[src/rtl/clk_phase_gen.sv]
// clk_phase_gen: N-phase gated clock generator. It hands clk_in pulses round-robin
// to NUM_PHASES outputs, giving each phase a programmable number of consecutive pulses.
// All state moves on the falling edge of clk_in, so the gates only change while clk_in
// is low and the AND-gated phase clocks stay glitch-free.
module clk_phase_gen #(
  parameter int unsigned NUM_PHASES = 4,
  parameter int unsigned CNT_W      = 8
) (
  input  logic                          clk_in,
  input  logic                          reset_n,
  input  logic                          en,
  input  logic [CNT_W-1:0]              slot_len,
  output logic [NUM_PHASES-1:0]         clk_ph,
  output logic [$clog2(NUM_PHASES)-1:0] phase_idx,
  output logic                          round_done,
  output logic                          running
);

  localparam int unsigned IDX_W = $clog2(NUM_PHASES);

  localparam logic [1:0] ST_IDLE   = 2'd0;
  localparam logic [1:0] ST_RUN    = 2'd1;
  localparam logic [1:0] ST_FINISH = 2'd2;

  localparam logic [IDX_W-1:0] LAST_IDX = IDX_W'(NUM_PHASES - 1);

  logic [1:0]            r_state;
  logic [NUM_PHASES-1:0] r_gate_q;
  logic [CNT_W-1:0]      r_slot_cnt;
  logic [CNT_W-1:0]      r_len_q;
  logic [IDX_W-1:0]      r_phase_idx;
  logic                  r_round_done;
  logic                  r_running;

  logic [1:0]            w_state_nxt;
  logic [NUM_PHASES-1:0] w_gate_nxt;
  logic [CNT_W-1:0]      w_cnt_nxt;
  logic [CNT_W-1:0]      w_len_nxt;
  logic [IDX_W-1:0]      w_idx_nxt;
  logic                  w_rd_nxt;
  logic [CNT_W-1:0]      w_len_sel;
  logic                  w_slot_end;
  logic                  w_wrap;

  // Slot length with zero promoted to one; slot end and round wrap detection.
  assign w_len_sel  = (slot_len == '0) ? CNT_W'(1) : slot_len;
  assign w_slot_end = (r_slot_cnt >= (r_len_q - CNT_W'(1)));
  assign w_wrap     = w_slot_end && (r_phase_idx == LAST_IDX);

  // Next-state logic: slot counting, phase rotation and start/stop on round boundaries.
  always_comb begin
    w_state_nxt = r_state;
    w_gate_nxt  = r_gate_q;
    w_cnt_nxt   = r_slot_cnt;
    w_len_nxt   = r_len_q;
    w_idx_nxt   = r_phase_idx;
    w_rd_nxt    = 1'b0;
    case (r_state)
      ST_IDLE: begin
        w_gate_nxt = '0;
        if (en) begin
          w_state_nxt = ST_RUN;
          w_gate_nxt  = NUM_PHASES'(1);
          w_idx_nxt   = '0;
          w_cnt_nxt   = '0;
          w_len_nxt   = w_len_sel;
        end
      end
      ST_RUN, ST_FINISH: begin
        if (!w_slot_end) begin
          w_cnt_nxt = r_slot_cnt + CNT_W'(1);
        end else begin
          w_cnt_nxt  = '0;
          w_gate_nxt = {r_gate_q[NUM_PHASES-2:0], r_gate_q[NUM_PHASES-1]};
          if (w_wrap) begin
            w_idx_nxt = '0;
            w_rd_nxt  = 1'b1;
            w_len_nxt = w_len_sel;
          end else begin
            w_idx_nxt = r_phase_idx + IDX_W'(1);
          end
        end
        // A stop request only takes effect at the wrap, so a started round always completes.
        if (en) begin
          w_state_nxt = ST_RUN;
        end else if (w_wrap) begin
          w_state_nxt = ST_IDLE;
          w_gate_nxt  = '0;
        end else begin
          w_state_nxt = ST_FINISH;
        end
      end
      default: begin
        w_state_nxt = ST_IDLE;
        w_gate_nxt  = '0;
        w_idx_nxt   = '0;
        w_cnt_nxt   = '0;
      end
    endcase
  end

  // State registers on the falling edge so gates settle while clk_in is low.
  always_ff @(negedge clk_in or negedge reset_n) begin
    if (!reset_n) begin
      r_state      <= ST_IDLE;
      r_gate_q     <= '0;
      r_slot_cnt   <= '0;
      r_len_q      <= CNT_W'(1);
      r_phase_idx  <= '0;
      r_round_done <= 1'b0;
      r_running    <= 1'b0;
    end else begin
      r_state      <= w_state_nxt;
      r_gate_q     <= w_gate_nxt;
      r_slot_cnt   <= w_cnt_nxt;
      r_len_q      <= w_len_nxt;
      r_phase_idx  <= w_idx_nxt;
      r_round_done <= w_rd_nxt;
      r_running    <= (w_state_nxt != ST_IDLE);
    end
  end

  assign clk_ph     = {NUM_PHASES{clk_in}} & r_gate_q;
  assign phase_idx  = r_phase_idx;
  assign round_done = r_round_done;
  assign running    = r_running;

endmodule
[config.mk]
export PLATFORM = sky130hd
export DESIGN_NAME = clk_phase_gen
export DESIGN_NICKNAME = d
export VERILOG_FILES = /design/src/rtl/clk_phase_gen.sv
export SDC_FILE = /design/constraint.sdc
export NUM_CORES = 1
export LEC_CHECK = 0
export BUFFER_PORTS_ARGS = -buffer_cell sky130_fd_sc_hd__buf_2
export CAP_MARGIN = 20
export CORE_MARGIN = 5
export CORE_UTILIZATION = 57
export CTS_CLUSTER_DIAMETER = 120
export DETAILED_ROUTE_END_ITERATION = 6
export PLACE_DENSITY = 0.78
export SYNTH_ARGS = -nofsm -noshare
export SYNTH_HDL_FRONTEND = slang
export SYNTH_SLANG_ARGS = --single-unit
[constraint.sdc]
create_clock -name clk_in -period 2.8 [get_ports clk_in]
set_input_delay 0.14 -clock clk_in [delete_from_list [all_inputs] [get_ports clk_in]]
set_output_delay 0.14 -clock clk_in [all_outputs]
set_load 0.005 [all_outputs]
# [Word-level counts from Yosys, hierarchy flattened]
# Index checks and enable logic that the tools add are counted.
[totals] ff_bits=26 word_cells=50
[classes] add_sub_neg=3 n_lt_le_gt_ge=1 eq_ne=6 n_mux=24 bitwise_logic=1 n_reduce_logical=8
[op_table] operator="8-bit two-way mux" count=6
[op_table] operator="8-bit one-hot mux with 2 select lines" count=2
[op_table] operator="2-bit two-way mux" count=6
[op_table] operator="4-bit two-way mux" count=3
[op_table] operator="8-bit by 1-bit adder with 8-bit output, second input constant" count=1
[op_table] operator="8-bit >= comparator" count=1
[op_table] operator="8-bit zero test" count=1
[op_table] operator="2-bit one-hot mux with 2 select lines" count=2
[op_table] operator="4-bit one-hot mux with 2 select lines" count=1
[op_table] operator="8-bit by 1-bit subtractor with 8-bit output, second input constant" count=1
[op_table] operator="2-bit inequality test, second input constant" count=3
[op_table] operator="4-bit AND" count=1
[op_table] operator="2-bit equality test, second input constant" count=2
[op_table] operator="1-bit two-way mux" count=4
[op_table] operator="4-bit AND reduction" count=1
[op_table] operator="2-bit nonzero test" count=2
[op_table] operator="2-bit by 1-bit adder with 2-bit output, second input constant" count=1
[op_table] operator="2-bit by 1-bit equality test with 1-bit output, second input constant" count=1
[op_table] operator="2-bit zero test" count=1
[op_table] operator="2-bit AND reduction" count=1
[op_table] operator="2-bit OR reduction" count=1
[op_table] operator="1-bit logical AND" count=1

# [Longest topological paths before layout]
[logic_depth] word_depth=7 ltp_mapped=11 mapped_depth_nobuf=10

==> impl_summary.md <==
Run status
The run finished with clean final reports.

Power
The power density of the placed cells is just over 1000 nW/um^2. The largest voltage drop on the vdd net is roughly 660 uV. The design draws 1.916 mW. The leakage power figure is 0.8605 nW.

Placed design
During placement, the flow inserted port buffers numbering 18. At the end of routability-driven placement, the weighted congestion stood at 0.8256. The worst-case setup slack after placement is 0.1550 ns. The cell area reported after detailed placement is approximately 1800 sq um. The HPWL after detailed placement is around 2500 microns.

Global route
The initial antenna violation count came to 0. After global routing the overflow that remains totals 0. The number of global-route vias before repair is 1362. The wire length of the first global-routing pass is 5865 microns. The total routing resource utilization after global routing is 18.67%. The largest net degree at the start of global routing is 16.

Routing
Summing over every cut layer, the via total after detailed routing is around 1300. The final layout contains routed wiring with a total length of between 3000 and 4000 microns. The first TritonRoute pass finished after 4 iterations.

After detailed routing, the average wire length per cell comes to 14.75 microns. The first-iteration detailed-routing DRC count is 62. The DRC violation count after routing is 0. The vias per cell is ~5.8. The detail route stage leaves a number of antenna-violating nets equal to 0.

Run
The tool flagged a number of max-cap violations equal to 0.

Yosys
In this run the biggest area consumer among cell types represents around two fifths of the synthesized area. The leading register cell type out of synthesis is dfrtn_1. A synthesized cell averages slightly above 10 sq um. By count the netlist is led by dfrtn_1 (25), nand2_1 (18), ha_1 (13), o21ai_0 (11), inv_1 (9). The synthesized flop and latch total is 26. The cell area after synthesis is 1595 sq um. The synthesized net count is 182. The gate count after technology mapping is approximately 160. The total number of yosys warnings is 0. The most frequently used cell type in the post-synthesis netlist is dfrtn_1. The number of flops mapped to enable cells by yosys is 0. The sequential area share after synthesis is 40.86%. The number of distinct library cells after synthesis is 38.

In the post-synthesis netlist, the biggest area contributors are dfrtn_1 (39%), ha_1 (10%), mux2_2 (5.6%). In the synthesized netlist the async set-or-reset flop fraction comes to 100.0%. The largest total area in the synthesized netlist belongs to dfrtn_1.

Timing
The share of the clock period used by the worst path after layout is 95.91%. Setup slack closes at 0.1144 ns. The count of pins over their slew limit is 0. The transition at the pin with the smallest max-transition slack is 0.3937 ns.

Timing would allow up to 0.3724 GHz. The final period demand of the worst path is 2.686 ns. The worst slew slack as a fraction of its limit is 73.75%.

The final hold violation count is 0. Across the routed clock network, the largest skew measured is 0.06633 ns. Setup violations remaining at the end of the flow were counted as 0. The worst hold slack is 0.4749 ns.

Die
The effective utilization at floorplan is 58.86%. Pin placement for this block handled 19 I/O pins. The floorplan step set the die height to 62.91 microns. Measured along the x axis, the die boundary spans between 60 and 70 microns. The die covers 3957 sq um. The placeable core area is 2710 sq um. The placement row count is 19.

Setup path
At the worst endpoint, the required time is 4.49 ns. The critical path in this run is classified as reg -> reg. The data arrival time of the critical path is 4.37 ns.

STA classifies the critical path startpoint as a flip-flop. In this run the worst path has a maximum fanout of 8. The kind of end point of the critical path is a flip-flop.

Cells and area
The number of antenna diodes in the final layout is 0. For this run, the post-layout net count is 213. With fillers left out, the area of the finished cells amounts to 1866 sq um. The share of layout cells above drive strength 1 is 27.51%. The area growth from synthesis to layout is 16.94%.

CTS
The clock insertion delay at the later pin of the skew report is 0.49 ns. The clock input transition at the sequential cells of the worst setup and hold paths is 0.09 ns. TritonCTS built the clock tree.

Worst hold path
In this run the worst hold path is classified as reg -> reg.
==> worst max-delay path: stages (launching register included) <==
cell and delay (ns):
dfstp_2 0.56, inv_1 0.09, ha_2 0.21, xnor2_1 0.13
ha_2 0.32, o21ai_1 0.05, a211o_1 0.31, o211ai_4 0.23
o2111ai_4 0.22, mux2_4 0.35
==> power breakdown <==
group	total [mW]	switching [mW]	leakage, nW	internal (mW)
registers	0.624	0.123	0.336	0.500
clock network	0.310	0.151	0.0796	0.160
logic	0.982	0.503	0.445	0.478
==> kinds of logic after synthesis <==
family | synth area share, %
compound gates | 17.81
xor+xnor | 3.295
fa+ha+maj | 10.20
buf+inv | 3.137
flops | 40.86
mux | 7.530
simple gates | 17.18
==> routing by layer <==
| metal | GRT usage [%] | up-vias | share of wire [%] |
|---|---|---|---|
| met3 | 6.475 | 7 | 3.5 |
| li1 | - | 623 | - |
| met4 | 11.94 | 0 | 2.2 |
| met5 | 0 | - | 0 |
| met2 | 28.46 | 23 | 48 |
| met1 | 22.08 | 616 | 47 |
==> timing repair <==
item	CTS	global route
setup buffers	0	1
endpoints found under the hold margin	0	0
endpoints found under the setup margin	0	16
hold buffers	0	0
resized for setup	0	7
==> per-stage QoR <==
step           utilization [%]  TNS (ns)  instances
4_1_cts                  67.54         0        219
6_report                 68.84         0        220
2_1_floorplan                -         0        158
3_3_place_gp             64.96         0        210
5_1_grt                  68.84  -0.01389        220
3_5_place_dp             64.96         0        210
==> flip-flops by register name, summed over array words and instances (netlist names) <==
name / cells
r_gate_q: 4
running: 1
r_slot_cnt: 8
r_len_q: 8
r_state: 2
phase_idx: 2
round_done: 1
==> path summary, 6_finish.rpt <==
kind | from | endpoint | slack [ns] | cells past startpoint
setup / recovery | r_len_q[0]$_DFFE_NN1P_ | r_len_q[7]$_DFFE_NN0P_ | 0.11 | 9
hold / removal | r_slot_cnt[0]$_DFFE_NN0P_ | r_slot_cnt[0]$_DFFE_NN0P_ | 0.47 | 1
setup reg to reg | r_len_q[0]$_DFFE_NN1P_ | r_len_q[7]$_DFFE_NN0P_ | 0.11 | 9
hold reg to reg | r_slot_cnt[0]$_DFFE_NN0P_ | r_slot_cnt[0]$_DFFE_NN0P_ | 0.47 | 1
max in group asynchronous | reset_n | r_slot_cnt[6]$_DFFE_NN0P_ | 1.48 | 2
min in group asynchronous | reset_n | phase_idx[1]$_DFFE_NN0P_ | 0.87 | 1
==> cells in the final DEF, fill, tap and decap left out, types with 2 or more instances in the layout <==
cell type  instances
nand2b_1           6
nand2_1           18
xnor2_1            3
o2bb2a_1           2
and3_1             4
nor2b_1            2
and2_1             4
mux2i_1            3
mux2_2             7
ha_1              11
inv_1              9
nor3_1             5
o2bb2ai_1          3
buf_4              8
ha_2               2
o31ai_1            2
xor2_1             3
a21oi_1            7
o21ai_0           11
buf_2             18
clkbuf_4           7
a22o_1             2
nand3_1            6
dfrtn_1           25
==> area by class of cell <==
cell class / instances / area (sq um)
inverter: 8 / 30.03
clock buffer: 13 / 90.09
tap: 31 / 38.79
fill: 222 / 844.6
timing repair buffer: 22 / 130.1
sequential: 26 / 651.9
clock inverter: 1 / 3.754
multi-input combinational: 119 / 920.9
(Power assumes the default switching activity.)
